**src/rtl/encoder_pkg.sv**
```systemverilog
// Shared constants and helpers for the pipelined one-hot encoder.
// Mode selectors and a constant-evaluable ceil(log2) for width derivation.
package encoder_pkg;

  localparam int ENC_MODE_STRICT = 0;
  localparam int ENC_MODE_PRIO   = 1;

  function automatic int clog2_f(input int n);
    int r;
    r = 0;
    while ((1 << r) < n) r++;
    return r;
  endfunction

endpackage

```
**src/rtl/stream_skid_reg.sv**
```systemverilog
// Valid/ready stage: output register plus one skid register.
// Ports: in_valid/in_ready/in_data upstream, out_valid/out_ready/out_data down.
module stream_skid_reg
  import encoder_pkg::*;
#(
  parameter int W = 8
) (
  input  logic         clk,
  input  logic         rst_n,
  input  logic         in_valid,
  output logic         in_ready,
  input  logic [W-1:0] in_data,
  output logic         out_valid,
  input  logic         out_ready,
  output logic [W-1:0] out_data
);

  logic         out_valid_q, out_valid_d;
  logic [W-1:0] out_data_q,  out_data_d;
  logic         skid_full_q, skid_full_d;
  logic [W-1:0] skid_data_q, skid_data_d;
  logic         acc, xfer;

  // in_ready comes straight from a flop, so out_ready
  // never reaches it combinationally.
  assign in_ready  = !skid_full_q;
  assign out_valid = out_valid_q;
  assign out_data  = out_data_q;

  always_comb begin
    out_valid_d = out_valid_q;
    out_data_d  = out_data_q;
    skid_full_d = skid_full_q;
    skid_data_d = skid_data_q;
    acc  = in_valid && !skid_full_q;
    xfer = out_valid_q && out_ready;
    if (skid_full_q) begin
      // No accept possible here: in_ready is low.
      if (xfer) begin
        out_data_d  = skid_data_q;
        skid_full_d = 1'b0;
      end
    end else if (acc) begin
      if (!out_valid_q || xfer) begin
        out_valid_d = 1'b1;
        out_data_d  = in_data;
      end else begin
        skid_full_d = 1'b1;
        skid_data_d = in_data;
      end
    end else if (xfer) begin
      out_valid_d = 1'b0;
    end
  end

  always_ff @(posedge clk or negedge rst_n) begin
    if (!rst_n) begin
      out_valid_q <= 1'b0;
      out_data_q  <= '0;
      skid_full_q <= 1'b0;
      skid_data_q <= '0;
    end else begin
      out_valid_q <= out_valid_d;
      out_data_q  <= out_data_d;
      skid_full_q <= skid_full_d;
      skid_data_q <= skid_data_d;
    end
  end

endmodule

```
**src/rtl/onehot_encoder_pipe.sv**
```systemverilog
// Pipelined N-bit one-hot/priority encoder with valid/ready and error count.
// Ports: in_* stream in, out_* stream out, err_cnt/err_clr saturating counter.
module onehot_encoder_pipe
  import encoder_pkg::*;
#(
  parameter  int N     = 5,
  parameter  int MODE  = 0,
  parameter  int CNT_W = 16,
  localparam int IDX_W = clog2_f(N)
) (
  input  logic             clk,
  input  logic             rst_n,
  input  logic             in_valid,
  output logic             in_ready,
  input  logic [N-1:0]     in_vec,
  output logic             out_valid,
  input  logic             out_ready,
  output logic [IDX_W-1:0] out_idx,
  output logic             out_hit,
  output logic             out_err,
  output logic [CNT_W-1:0] err_cnt,
  input  logic             err_clr
);

  localparam int PW = IDX_W + 2;
  localparam logic [CNT_W-1:0] CNT_MAX = '1;

  // Payload layout: {hit, err, idx}.
  function automatic logic [PW-1:0] encode(input logic [N-1:0] v);
    logic [IDX_W-1:0] idx;
    int               pop;
    logic             hit;
    logic             err;
    idx = '0;
    pop = 0;
    // Walking down leaves the lowest set bit in idx.
    for (int i = N - 1; i >= 0; i--) begin
      if (v[i]) begin
        idx = IDX_W'(i);
        pop++;
      end
    end
    hit = |v;
    err = !hit || (MODE == ENC_MODE_STRICT && pop > 1);
    if (err) idx = '0;
    return {hit, err, idx};
  endfunction

  logic [PW-1:0]    enc;
  logic [PW-1:0]    out_data;
  logic             accept;
  logic [CNT_W-1:0] err_cnt_q, err_cnt_d;

  assign enc    = encode(in_vec);
  assign accept = in_valid && in_ready;

  stream_skid_reg #(
    .W (PW)
  ) u_skid (
    .clk       (clk),
    .rst_n     (rst_n),
    .in_valid  (in_valid),
    .in_ready  (in_ready),
    .in_data   (enc),
    .out_valid (out_valid),
    .out_ready (out_ready),
    .out_data  (out_data)
  );

  assign out_idx = out_data[IDX_W-1:0];
  assign out_err = out_data[IDX_W];
  assign out_hit = out_data[IDX_W+1];

  always_comb begin
    err_cnt_d = err_cnt_q;
    if (err_clr) begin
      err_cnt_d = '0;
    end else if (accept && enc[IDX_W] && err_cnt_q != CNT_MAX) begin
      err_cnt_d = err_cnt_q + 1'b1;
    end
  end

  always_ff @(posedge clk or negedge rst_n) begin
    if (!rst_n) err_cnt_q <= '0;
    else        err_cnt_q <= err_cnt_d;
  end

  assign err_cnt = err_cnt_q;

endmodule

```
**config.mk**
```make
export PLATFORM = sky130hd
export DESIGN_NAME = onehot_encoder_pipe
export DESIGN_NICKNAME = d
export VERILOG_FILES = /design/src/rtl/encoder_pkg.sv /design/src/rtl/stream_skid_reg.sv /design/src/rtl/onehot_encoder_pipe.sv
export SDC_FILE = /design/constraint.sdc
export NUM_CORES = 1
export LEC_CHECK = 0
export CAP_MARGIN = 20
export CORE_UTILIZATION = 47
export CTS_CLUSTER_SIZE = 20
export DETAILED_ROUTE_END_ITERATION = 6
export PLACE_DENSITY = 0.86
export SETUP_SLACK_MARGIN = 0.05
export SLEW_MARGIN = 20
export SYNTH_ARGS = -nofsm -noshare
export SYNTH_HDL_FRONTEND = slang
export SYNTH_HIERARCHICAL = 1
export SYNTH_SLANG_ARGS = --single-unit
```
**constraint.sdc**
```tcl
create_clock -name clk -period 2 [get_ports clk]
set_clock_uncertainty 0.2 [all_clocks]
set_input_delay 0.4 -clock clk [delete_from_list [all_inputs] [get_ports clk]]
set_output_delay 0.4 -clock clk [all_outputs]
set_load 0.01 [all_outputs]
```
### Yosys cells after proc, flatten, opt, wreduce, memory -nomap -nowiden

Cells that the tools add are included.

* bitwise gates (word level): 2
* reduce and logical (&&, ||, !) cells: 17
* multiplexer cells: 24
* $lt $le $gt $ge: 1
* add/subtract/negate cells: 5
* equal/unequal tests: 3

Operators by type and width (number)
* $add 32x2->32 const B: 4
* $mux 32: 4
* $gt 32x2->1 const B: 1
* $mux 16: 2
* $mux 5: 4
* $mux 3: 6
* $add 16x1->16 const B: 1
* $ne 16x16->1 const B: 1
* $reduce_and 3->1: 3
* $mux 1: 8
* $reduce_bool 2->1: 4
* $reduce_or 5->1: 1
* $logic_and 1x1->1: 4
* $logic_not 1->1: 3
* $logic_or 1x1->1: 2
* $ne 2x1->1 const B: 1
* $ne 2x2->1 const B: 1
* $not 1->1: 2

* register bits: 28
* output and inout port bits: 23

### Longest topological paths before layout

* word-level depth: 15
* mapped depth: 15
* gate-level depth less buffers: 13

### By module

Netlist, hierarchy kept.

Modules (own cells, without submodules)
* onehot_encoder_pipe: instances 1, sequential area each 400.4 µm², area an instance 1217.4 µm², cells each 138
* stream_skid_reg: instances 1, sequential area each 300.3 µm², area an instance 559.3 µm², cells each 40

### Least setup slack after synthesis

OpenSTA, ideal clock, no wires.

* kind: input port to flip-flop
* from: input port in_vec[3]
* to: register u_skid.out_data_q[3] (netlist: u_skid/out_data[3])
* arrival: 2.764 ns
* required time: 1.675 ns
* cell stages on the path: 14
* setup slack: -1.089 ns
* path through: inv_1 ha_1 inv_1 xnor2_1 a21oi_1 ha_1 o311ai_0 a21oi_1 nor4_2 buf_6 buf_4 inv_1 mux2_2 mux2_2

* cells in the longest elaborated chain, start to end: 12
* elaborated cells between the ends (all ways): 14
* those cells by class: add/sub (3); order compare (1); mux (7); reduce/logical (3)

RTL lines
* start, declared: RTL line onehot_encoder_pipe.sv:15 `input logic [N-1:0] in_vec,`
* $mux 32: RTL line onehot_encoder_pipe.sv:38 `if (v[i]) begin`
* $add 32x2->32: RTL line onehot_encoder_pipe.sv:40 `pop++;`
* $mux 32: RTL line onehot_encoder_pipe.sv:38
* $add 32x2->32: RTL line onehot_encoder_pipe.sv:40
* $mux 32: RTL line onehot_encoder_pipe.sv:38
* $add 32x2->32: RTL line onehot_encoder_pipe.sv:40
* $mux 32: RTL line onehot_encoder_pipe.sv:38
* $gt 32x2->1: RTL line onehot_encoder_pipe.sv:44 `err = !hit || (MODE == ENC_MODE_STRICT && pop > 1);`
* $logic_or 1x1->1 *: RTL line onehot_encoder_pipe.sv:44
* net enc[3]: RTL line onehot_encoder_pipe.sv:49 `logic [PW-1:0] enc;`
* $mux 5 *: RTL line stream_skid_reg.sv:44 `if (!out_valid_q || xfer) begin`
* $mux 5 *: RTL line stream_skid_reg.sv:43 `end else if (acc) begin`
* $mux 5 *: RTL line stream_skid_reg.sv:37 `if (skid_full_q) begin`
* end signal, assigned: RTL line stream_skid_reg.sv:64 `out_data_q <= out_data_d;`
* end, declared: RTL line stream_skid_reg.sv:19 `logic [W-1:0] out_data_q, out_data_d;`

The timed path passes the listed nets; every way through them passes the cells marked *. The select of a mux whose other input is x is not followed.
A chain may end at the register's enable or synchronous reset.

### Final worst setup path

Ends and elaborated chain as after synthesis.

==> qor.txt <==
worst vdd rail ir drop: 618 µV
area of the multi-input gates: 0.00135 mm²
maximum count of clock buffers along a single path: 2
number of antenna violations at the first check in global routing: 0
H-Tree Level Count: 1
top cells by instance count after synthesis: sky130_fd_sc_hd__dfrtp_1 (28), sky130_fd_sc_hd__a21oi_1 (19), sky130_fd_sc_hd__mux2_2 (19)
Comb pwr share: 50.8%
count of antenna diodes in the layout: 0
worst slew margin relative to its limit: 68.3%
Num CTS Buffers: 3
relative contribution of the clock network to total power: 15.9%
DR pass1 iterations: 4
starting density of the core: 51.2%
violated checks: setup timing
Ys Warns: 6
depth of the worst register-to-register path: 7
routed length per instance: 20.0 µm
Critical Path Source Type: input port
leading post-synthesis cells by cell area: sky130_fd_sc_hd__dfrtp_1 (39%), sky130_fd_sc_hd__mux2_2 (12%), sky130_fd_sc_hd__a21oi_1 (5.4%)
uppermost layer routed: met4
required time at the endpoint of the critical path: 1.96 ns
pin count of the biggest net entering global routing: 29
internal reg-to-reg setup slack: -0.45 ns
smallest setup slack after layout: -0.828 ns
fraction of layout instances using a drive strength above 1: 51.1%
worst hold-check path type: input port to async pin
synthesis-to-layout area growth: 69.4%
Mapped Nets: 195
Filler cells: 165
final routed DRC violation total: 0
sequential standard cell area: 701 µm²
Antenna Violating Nets Remaining: 0
# Max-Cap Violations: 0
Achievable Freq: 354 MHz
number of top-level pins: 33
met3 layer wire length in the routed design: 359 µm
top-area cell type share of the netlist area: 39.4%
TritonCTS clock tree: done
clock transition at the registers of the reported paths: 0.10 ns
# nets final: 280
aggregate global-route resource usage: 30.0%
switching power: 0.772 mW
cell taking the most area after synthesis: sky130_fd_sc_hd__dfrtp_1
sum of routed wire segments on met1: 2560 µm
count of routing violations after the opening detailed-route iteration: 111
outcome: complete, but fails checks
total core area: 0.00347 mm²
vias post-DR: 1855
setup tns final: -16.37 ns
number of failing hold endpoints at the final stage: 0
post-detailed-routing wire length: 6160 µm
DP Wirelength: 3090 µm
transition time at the pin with the least slew margin: 0.474 ns
fraction of power spent switching nets: 34.9%
residual overflow from global routing: 0
global placer's final weighted congestion: 0.807
Row Count: 21
clock net sink count: 28
P per Cell Area: 735 mW/mm²
top_reg_cell synth: sky130_fd_sc_hd__dfrtp_1
max-slew violation count: 0
clock root buffer: sky130_fd_sc_hd__clkbuf_8
die outline height: 63.5 µm
Post-Place Cell Area: 0.00253 mm²
leakage dissipation: 1.36 nW
element type at the critical path end: flop
post-synth cell types: 37
portion of total power attributed to sequential cells: 33.3%
fin area: 0.00301 mm²
arrival time reported for the critical path endpoint: 2.79 ns
WS Path Type: input port to flop
Internal Pwr Total: 1.44 mW
share of async-settable or async-resettable flops after synthesis: 100%
most instantiated library cell after synthesis: sky130_fd_sc_hd__dfrtp_1
Post-Synthesis Cell Area: 0.00178 mm²
amount of wire on met2 after detailed routing: 3040 µm
critical-path maximum fanout: 3
number of global-route vias before repair: 1854
number of instances in the synthesized netlist: 178
synthesized area divided by synthesized cell count: 9.98 µm²
time the worst path needs with I/O delays and setup: 2.83 ns
Die Area: 0.00403 mm²
quantity of hold-fixing buffers added after cts: 0
final setup violation count: 24
Synth Register Bits: 28
sequential-to-total area share from yosys stat: 39.4%
number of buffer cells added on primary ports: 32
worst slack at placement: -1.60 ns
Die Width: 63.5 µm
share of the clock period used by the worst path after layout: 141%
Post-synth EDFFs: 0
Vias/cell: 6.02
global-route wire length before repair: 9340 µm
unrepaired setup endpoints after global routing: yes
clock network latency to the later pin of the worst-skew pair: 0.28 ns
[timing repair]
| action | in CTS | in global routing |
|---|---|---|
| cloned | 1 | 0 |
| buffers inserted | 11 | 4 |
| gates resized for setup | 57 | 41 |
| pin swaps | 31 | 24 |
| endpoints found under the setup margin | 25 | 30 |
[state kept, by name, indices dropped and copies added, names as in the netlist]
name / flops
err_cnt: 16
u_skid/out_data: 5
u_skid/skid_data_q: 5
u_skid/out_valid: 1
u_skid/skid_full_q: 1
[per-layer routing]
layer	vias to the layer above	track usage, %
met5	-	0
met4	0	10.8
met3	18	3.08
met2	94	51.2
met1	916	39.1
li1	827	-
[per-stage QoR]
stage	utilization, %	instances	hold WS [ns]	power (mW)
finish	86.8	308	0.277	2.21
global route	86.8	308	0.313	2.30
CTS	82.1	306	0.289	2.12
detailed placement	72.9	291	0.294	1.56
global placement	72.9	291	0.282	1.54
floorplan	-	178	-0.0956	1.22
[worst max-delay path: stages]
cell                       delay, ns
sky130_fd_sc_hd__buf_8          0.10
sky130_fd_sc_hd__buf_4          0.14
sky130_fd_sc_hd__ha_1           0.24
sky130_fd_sc_hd__a211oi_4       0.34
sky130_fd_sc_hd__a21oi_4        0.06
sky130_fd_sc_hd__ha_4           0.24
sky130_fd_sc_hd__nand2_2        0.06
sky130_fd_sc_hd__nand2_2        0.06
sky130_fd_sc_hd__nor4_4         0.35
sky130_fd_sc_hd__buf_4          0.21
sky130_fd_sc_hd__inv_4          0.04
sky130_fd_sc_hd__mux2_4         0.26
sky130_fd_sc_hd__mux2_4         0.27
[logic make-up after synthesis]
| logic type | count (synthesis) | share of synthesized area [%] |
|---|---|---|
| DFF | 28 | 39.4 |
| AOI/OAI and AO/OA | 39 | 14.2 |
| muxes | 20 | 13.3 |
| xor gates and xnor gates | 3 | 1.48 |
| and+or+nand+nor | 63 | 21.1 |
| adders and majority gates | 7 | 4.93 |
| buffers and inverters | 18 | 5.56 |
[power by group through the flow]
stage,logic [mW],registers [mW],clock network (mW)
after floorplan,0.469,0.749,0
after global placement,0.814,0.725,0
after detailed placement,0.833,0.731,0
after CTS,1.03,0.728,0.356
after global routing,1.18,0.744,0.377
final,1.12,0.736,0.352
[layout make-up]
| type | count | share of cell area [%] |
|---|---|---|
| Multi-Input combinational cell | 132 | 44.7 |
| Timing Repair Buffer | 90 | 26.9 |
| Sequential cell | 28 | 23.3 |
| Tap cell | 46 | 1.91 |
| Clock buffer | 4 | 1.83 |
| Inverter | 8 | 1.37 |
[final timing paths]
| check | startpoint | to |
|---|---|---|
| min in group clk | u_skid/out_data[2] | u_skid/out_data[2] |
| setup / recovery | in_vec[3] | u_skid/out_data[3] |
| hold reg to reg | u_skid/out_data[2] | u_skid/out_data[2] |
| max in group asynchronous | rst_n | u_skid/out_data[2] |
| hold / removal | rst_n | err_cnt[1] |
| setup reg to reg | err_cnt[7] | err_cnt[8] |
[cell usage in the layout, fill, tap and decap left out, drive strengths merged]
cell	instances
nand4	4
clkbuf	6
clkdlybuf4s50	21
mux2i	1
xnor2	3
and4bb	1
or3	3
or2	1
ha	7
nor2	7
dfrtp	28
nor2b	5
or3b	1
nor4b	1
o31ai	8
buf	60
nor4	1
a22oi	1
a21oi	19
dlymetal6s2s	6
clkinvlp	1
or4	8
a2bb2oi	1
a211oi	2
nand2b	1
nand3	7
mux2	19
nand2	13
o21ai	6
inv	7
dlygate4sd2	1
nand3b	1
a31o	1
nor3b	3
o311ai	1
and4	3
nor3	3
Power figures use the tool's default switching activity.
